### config.mk
export PLATFORM = sky130hd
export DESIGN_NAME = seq_nr_divider11
export DESIGN_NICKNAME = d
export VERILOG_FILES = /design/src/rtl/div_pkg.sv /design/src/rtl/nr_addsub_step.sv /design/src/rtl/seq_nr_divider11.sv
export SDC_FILE = /design/constraint.sdc
export NUM_CORES = 1
export LEC_CHECK = 0
export BUFFER_PORTS_ARGS = -buffer_cell sky130_fd_sc_hd__buf_4
export CAP_MARGIN = 10
export CORE_ASPECT_RATIO = 0.9
export CORE_MARGIN = 4
export CORE_UTILIZATION = 52
export CTS_CLUSTER_DIAMETER = 120
export DETAILED_ROUTE_END_ITERATION = 12
export PLACE_DENSITY = 0.79
export SLEW_MARGIN = 40
export SYNTH_ARGS = -nofsm -noshare
export SYNTH_HDL_FRONTEND = slang
export SYNTH_SLANG_ARGS = --single-unit
### constraint.sdc
create_clock -name clock -period 5.3 [get_ports clock]
set_input_delay 0.53 -clock clock [delete_from_list [all_inputs] [get_ports clock]]
set_output_delay 0.53 -clock clock [all_outputs]
set_load 0.01 [all_outputs]
### src/rtl/div_pkg.sv
// Shared definitions for the iterative non-restoring divider.
//   DIV_W             operand / quotient / remainder width
//   DIV_CNT_W         iteration counter width (2**DIV_CNT_W > DIV_W)
//   DIV_QUOT_ALL_ONES quotient reported for a zero divisor
//   div_state_t       controller states
package div_pkg;

  localparam int unsigned DIV_W     = 11;
  localparam int unsigned DIV_CNT_W = 4;

  localparam logic [DIV_W-1:0] DIV_QUOT_ALL_ONES = '1;

  typedef enum logic [1:0] {
    S_IDLE = 2'd0,
    S_RUN  = 2'd1,
    S_FIX  = 2'd2,
    S_DONE = 2'd3
  } div_state_t;

endpackage

### src/rtl/nr_addsub_step.sv
// One add/subtract step of the non-restoring divider.
//   p      in   W+1  partial remainder operand (two's complement)
//   d      in   W+1  divisor, zero-extended
//   sub    in   1    1 = p - d, 0 = p + d
//   sum    out  W+1  result, modulo 2**(W+1)
//   q_bit  out  1    quotient bit, the inverted sign of sum
module nr_addsub_step #(
  parameter int unsigned W = 11
) (
  input  logic [W:0] p,
  input  logic [W:0] d,
  input  logic       sub,
  output logic [W:0] sum,
  output logic       q_bit
);

  always_comb begin
    sum   = sub ? (p - d) : (p + d);
    q_bit = ~sum[W];
  end

endmodule

### src/rtl/seq_nr_divider11.sv
// Iterative radix-2 non-restoring unsigned divider, one quotient bit per clock.
//   clock        in   1  rising-edge clock
//   reset_n      in   1  asynchronous active-low reset
//   start        in   1  request, sampled only while idle
//   dividend     in   W  numerator, captured on the accepting edge
//   divisor      in   W  denominator, captured on the accepting edge
//   busy         out  1  iterating or correcting
//   done         out  1  one-cycle pulse, results valid
//   quotient     out  W  result, held until the next accepted start
//   remainder    out  W  result, held until the next accepted start
//   div_by_zero  out  1  divisor was zero; held like quotient
module seq_nr_divider11
  import div_pkg::*;
#(
  parameter int unsigned W     = DIV_W,
  parameter int unsigned CNT_W = DIV_CNT_W
) (
  input  logic         clock,
  input  logic         reset_n,
  input  logic         start,
  input  logic [W-1:0] dividend,
  input  logic [W-1:0] divisor,
  output logic         busy,
  output logic         done,
  output logic [W-1:0] quotient,
  output logic [W-1:0] remainder,
  output logic         div_by_zero
);

  div_state_t       state, next_state;
  logic [W:0]       p_r;
  logic [W-1:0]     q_r;
  logic [W-1:0]     d_r;
  logic [CNT_W-1:0] count;

  logic [W:0]       as_p;
  logic [W:0]       as_d;
  logic             as_sub;
  logic [W:0]       as_sum;
  logic             as_qbit;

  // The single add/sub unit serves both the RUN iteration (on the shifted
  // partial remainder) and the FIX correction (on the unshifted one).
  always_comb begin
    as_d = {1'b0, d_r};
    if (state == S_FIX) begin
      as_p   = p_r;
      as_sub = 1'b0;
    end else begin
      as_p   = {p_r[W-1:0], q_r[W-1]};
      as_sub = ~p_r[W];
    end
  end

  nr_addsub_step #(.W(W)) u_step (
    .p     (as_p),
    .d     (as_d),
    .sub   (as_sub),
    .sum   (as_sum),
    .q_bit (as_qbit)
  );

  always_ff @(posedge clock or negedge reset_n) begin
    if (!reset_n) state <= S_IDLE;
    else          state <= next_state;
  end

  always_comb begin
    next_state = state;
    busy       = 1'b0;
    done       = 1'b0;
    case (state)
      S_IDLE: begin
        if (start) next_state = (divisor != '0) ? S_RUN : S_DONE;
      end
      S_RUN: begin
        busy = 1'b1;
        if (count == CNT_W'(W - 1)) next_state = S_FIX;
      end
      S_FIX: begin
        busy       = 1'b1;
        next_state = S_DONE;
      end
      S_DONE: begin
        done       = 1'b1;
        next_state = S_IDLE;
      end
      default: next_state = S_IDLE;
    endcase
  end

  always_ff @(posedge clock or negedge reset_n) begin
    if (!reset_n) begin
      p_r         <= '0;
      q_r         <= '0;
      d_r         <= '0;
      count       <= '0;
      quotient    <= '0;
      remainder   <= '0;
      div_by_zero <= 1'b0;
    end else begin
      case (state)
        S_IDLE: begin
          if (start) begin
            if (divisor != '0) begin
              p_r   <= '0;
              q_r   <= dividend;
              d_r   <= divisor;
              count <= '0;
            end else begin
              quotient    <= DIV_QUOT_ALL_ONES;
              remainder   <= dividend;
              div_by_zero <= 1'b1;
            end
          end
        end
        S_RUN: begin
          p_r   <= as_sum;
          q_r   <= {q_r[W-2:0], as_qbit};
          count <= count + CNT_W'(1);
        end
        S_FIX: begin
          quotient    <= q_r;
          remainder   <= p_r[W] ? as_sum[W-1:0] : p_r[W-1:0];
          div_by_zero <= 1'b0;
        end
        default: ;
      endcase
    end
  end

endmodule

==> results_dict.tcl <==
set metrics [dict create \
    crit_type "register to register" \
    place_congestion 0.965 \
    pre_cts_ws_ns 1.83 \
    crit_path_max_incr_delay_ns 0.50 \
    first_iter_violations 237 \
    grt_pass1_vias 3080 \
    dr_wl_met2_mm 4.39 \
    setup_ws_ns 1.76 \
    ys_warn_count 0 \
    power.total_mw 3.42 \
    synth_cells 390 \
    clockBufferDepth 2 \
    hp-class "input port to async pin" \
    drive_gt1_share_pct 20.5 \
    nets 480 \
    r2r_cells 12 \
    post_cts_resized 0 \
    numPortBuffers 49 \
    setup_tns_ns 0 \
    overflow 0 \
    leakagePower_nw 2.00 \
    path_max_fanout 14 \
    drtPass1Iterations 5 \
    internal_power_mw 1.83 \
    cts.reportedPaths.clkPinSlew_ns 0.08 \
    placed_cells 517 \
    ctsHoldBuffers 0 \
    area_delta_synth_final_pct 16.8 \
    synth_nets 435 \
    cellPowerDensity_mw_per_mm2 764 \
    comb_power_share_pct 60.4 \
    worst_setup_path_end_kind "register" \
    synth_seq_cells 63 \
    crit_slowest_cell "nor2_1" \
    post-route-cell-area_mm2 0.00447 \
    async_reset_ff_share_pct 100 \
    io_pins 50 \
    coreArea_mm2 0.00711 \
    fin_cells 533 \
    met3_length_um 497 \
    numCtsBuffers 9 \
    drt-total-wl_mm 9.19 \
    netlist_area_mm2 0.00382 \
    ant_nets 0 \
    fmax_mhz 283 \
    fin_crit_ns 3.54 \
    grt_pass1_wl_mm 15.4 \
    timing.final.crit_share_pct 66.8 \
    required_ns 5.53 \
    wl_met1_mm 4.12 \
    synth-edff-count 0 \
    num_rows 29 \
    clock_latency_ns 0.35 \
    dpl.hpwl_mm 6.68 \
    dpl_cell_area_mm2 0.00424 \
    p_clk_share_pct 14.1 \
    peakVddDrop_mv 0.414 \
    cts_setup_buffers 0 \
    cts_root_buf "clkbuf_8" \
    seqPwrFrac_pct 25.5 \
    finish.utilization_pct 62.8 \
    synth_flop_cell "dfrtp_1" \
    vias_per_cell 5.85 \
    tightest_slew_ns 0.757 \
    fillCellCount 611 \
    syn_avg_cell_area_um2 9.81 \
    tritoncts "built" \
    drv_cap 0 \
    dieArea_mm2 0.00879 \
    skew_ns 0.00778 \
    synth_cell_types 48 \
    route.detailed.wl_per_inst_um 17.2 \
    cp_cell_sequence "inv_1 > ha_1 > nor2_1 > mux2_2 > fa_1 > inv_1 > a21oi_1 > o21ai_1 > a31oi_1 > o21ai_1 > mux2i_1 > nand2_1" \
    num_vias 3118 \
    synth_seq_area_share_pct 41.2 \
    grt_start_max_net_pins 64 \
    cp-start-kind "register" \
    initial_core_util_pct 53.8 \
    rsz0062_at_grt "false" \
    drv_slew 0 \
    slew_headroom_pct 48.3 \
    hold_slack_ns 0.150 \
    hold_viol 0 \
    highest_layer "met4" \
    antenna_cells 0 \
    status "finished clean" \
    die_h_um 89.4 \
    grt_usage_pct 22.1 \
    die_width_um 98.4 \
    cts_sinks 63 \
    setup_violations 0 \
    antenna_found_initial 0 \
    htreeDepth 3 \
    drt_drc_violations_left 0 \
    critPathArrivalTime_ns 3.77 \
    p_switching_mw 1.59 \
    switching_share_pct 46.4 \
]
final cells by class:
| cell class | instances | area, um^2 | share of cell area (%) |
|---|---|---|---|
| Multi-Input combinational cell | 281 | 2040 | 45.7 |
| Timing Repair Buffer | 53 | 402 | 8.99 |
| Inverter | 27 | 101 | 2.27 |
| Clock inverter | 6 | 92.6 | 2.07 |
| Tap cell | 93 | 116 | 2.60 |
| Clock buffer | 10 | 138 | 3.08 |
| Sequential cell | 63 | 1580 | 35.3 |
power by group through the flow:
| stage | Sequential, mW | Combinational (mW) | Clock, mW |
|---|---|---|---|
| 3_5_place_dp | 0.880 | 2.04 | 0 |
| 3_3_place_gp | 0.868 | 1.97 | 0 |
| 4_1_cts | 0.870 | 2.06 | 0.490 |
| 2_1_floorplan | 0.852 | 1.56 | 0 |
| 6_report | 0.872 | 2.06 | 0.482 |
| 5_1_grt | 0.904 | 2.30 | 0.509 |
Yosys cell counts (2+ instances only):
cell       instances  area share [%]
ha_1              19             6.2
a31oi_1           15             2.5
buf_6              2            0.59
mux2_1             8             2.4
dfrtp_1           63              41
a221o_1            3            0.79
a21o_1             3            0.59
o22ai_1            2            0.33
nand2b_4           2            0.72
nor2_1            31             3.0
o31ai_1            7             1.4
buf_4              4            0.79
xnor2_1           13             3.0
nand2_1           37             3.6
mux2i_1           17             4.4
nand3_1           10             1.3
or3_1              2            0.33
nor3b_1            2            0.39
a221oi_1           4            0.92
inv_1             27             2.6
buf_1              2            0.20
a21oi_1           14             1.8
a22o_1             2            0.46
o21ai_1           27             3.5
mux2_2            10             2.9
nor4_4             3             1.7
buf_2              5            0.65
clkbuf_1           6            0.59
a2111oi_0          3            0.69
a22oi_1            5            0.98
xor2_1             6             1.4
o22a_1             9             2.1
nor3_1             8             1.0
o21ai_0            5            0.65
routing by layer:
metal / track usage [%] / vias up
li1: - / 1494
met1: 29.8 / 1506
met2: 35.9 / 104
met3: 4.52 / 14
met4: 7.69 / 0
met5: 0 / -
placed cells by master, fill, tap and decap left out, types with 7 or more instances in the layout:
cell type and count:
a21oi_1 13, mux2_2 10, nor3_1 8, o21ai_1 27
o31ai_1 7, mux2_1 8, clkbuf_8 10, xnor2_1 13
ha_1 19, mux2i_1 17, inv_1 27, buf_4 52
a31oi_1 15, nand3_1 10, nor2_1 31, o22a_1 9
dfrtp_1 63, nand2_1 37
cells by family (layout without fill, tap and decap cells):
kind of cell / count (synthesis) / in the layout / synth area share (%)
compound gates: 104 / 104 / 18.2
xor+xnor: 19 / 19 / 4.35
fa+ha+maj: 20 / 20 / 6.74
buf+inv: 46 / 96 / 5.46
flops: 63 / 63 / 41.2
mux: 36 / 36 / 10.3
simple gates: 102 / 102 / 13.7
registers in the layout, summed over array words and instances, names as in the netlist:
signal       count
p_r             12
q_r             11
div_by_zero      1
remainder       11
count            4
d_r             11
state            2
quotient        11
worst max-delay path: cells and delay by family, from the launching register on:
kind / cells / cell delay (ns)
flops: 1 / 0.39
buf+inv: 2 / 0.17
simple gates: 2 / 0.56
mux: 2 / 0.68
fa+ha+maj: 2 / 0.85
compound gates: 4 / 0.77
final timing paths:
kind | to | startpoint | slack (ns)
worst min-delay path | count[3] | reset_n | 0.15
worst min register to register | div_by_zero | div_by_zero | 0.50
worst max register to register | remainder[10] | state[0] | 1.76
min in group clock | d_r[8] | divisor[8] | 0.41
max in group asynchronous | p_r[9] | reset_n | 4.74
worst max-delay path | remainder[10] | state[0] | 1.76
Power figures use the tool's default switching activity.
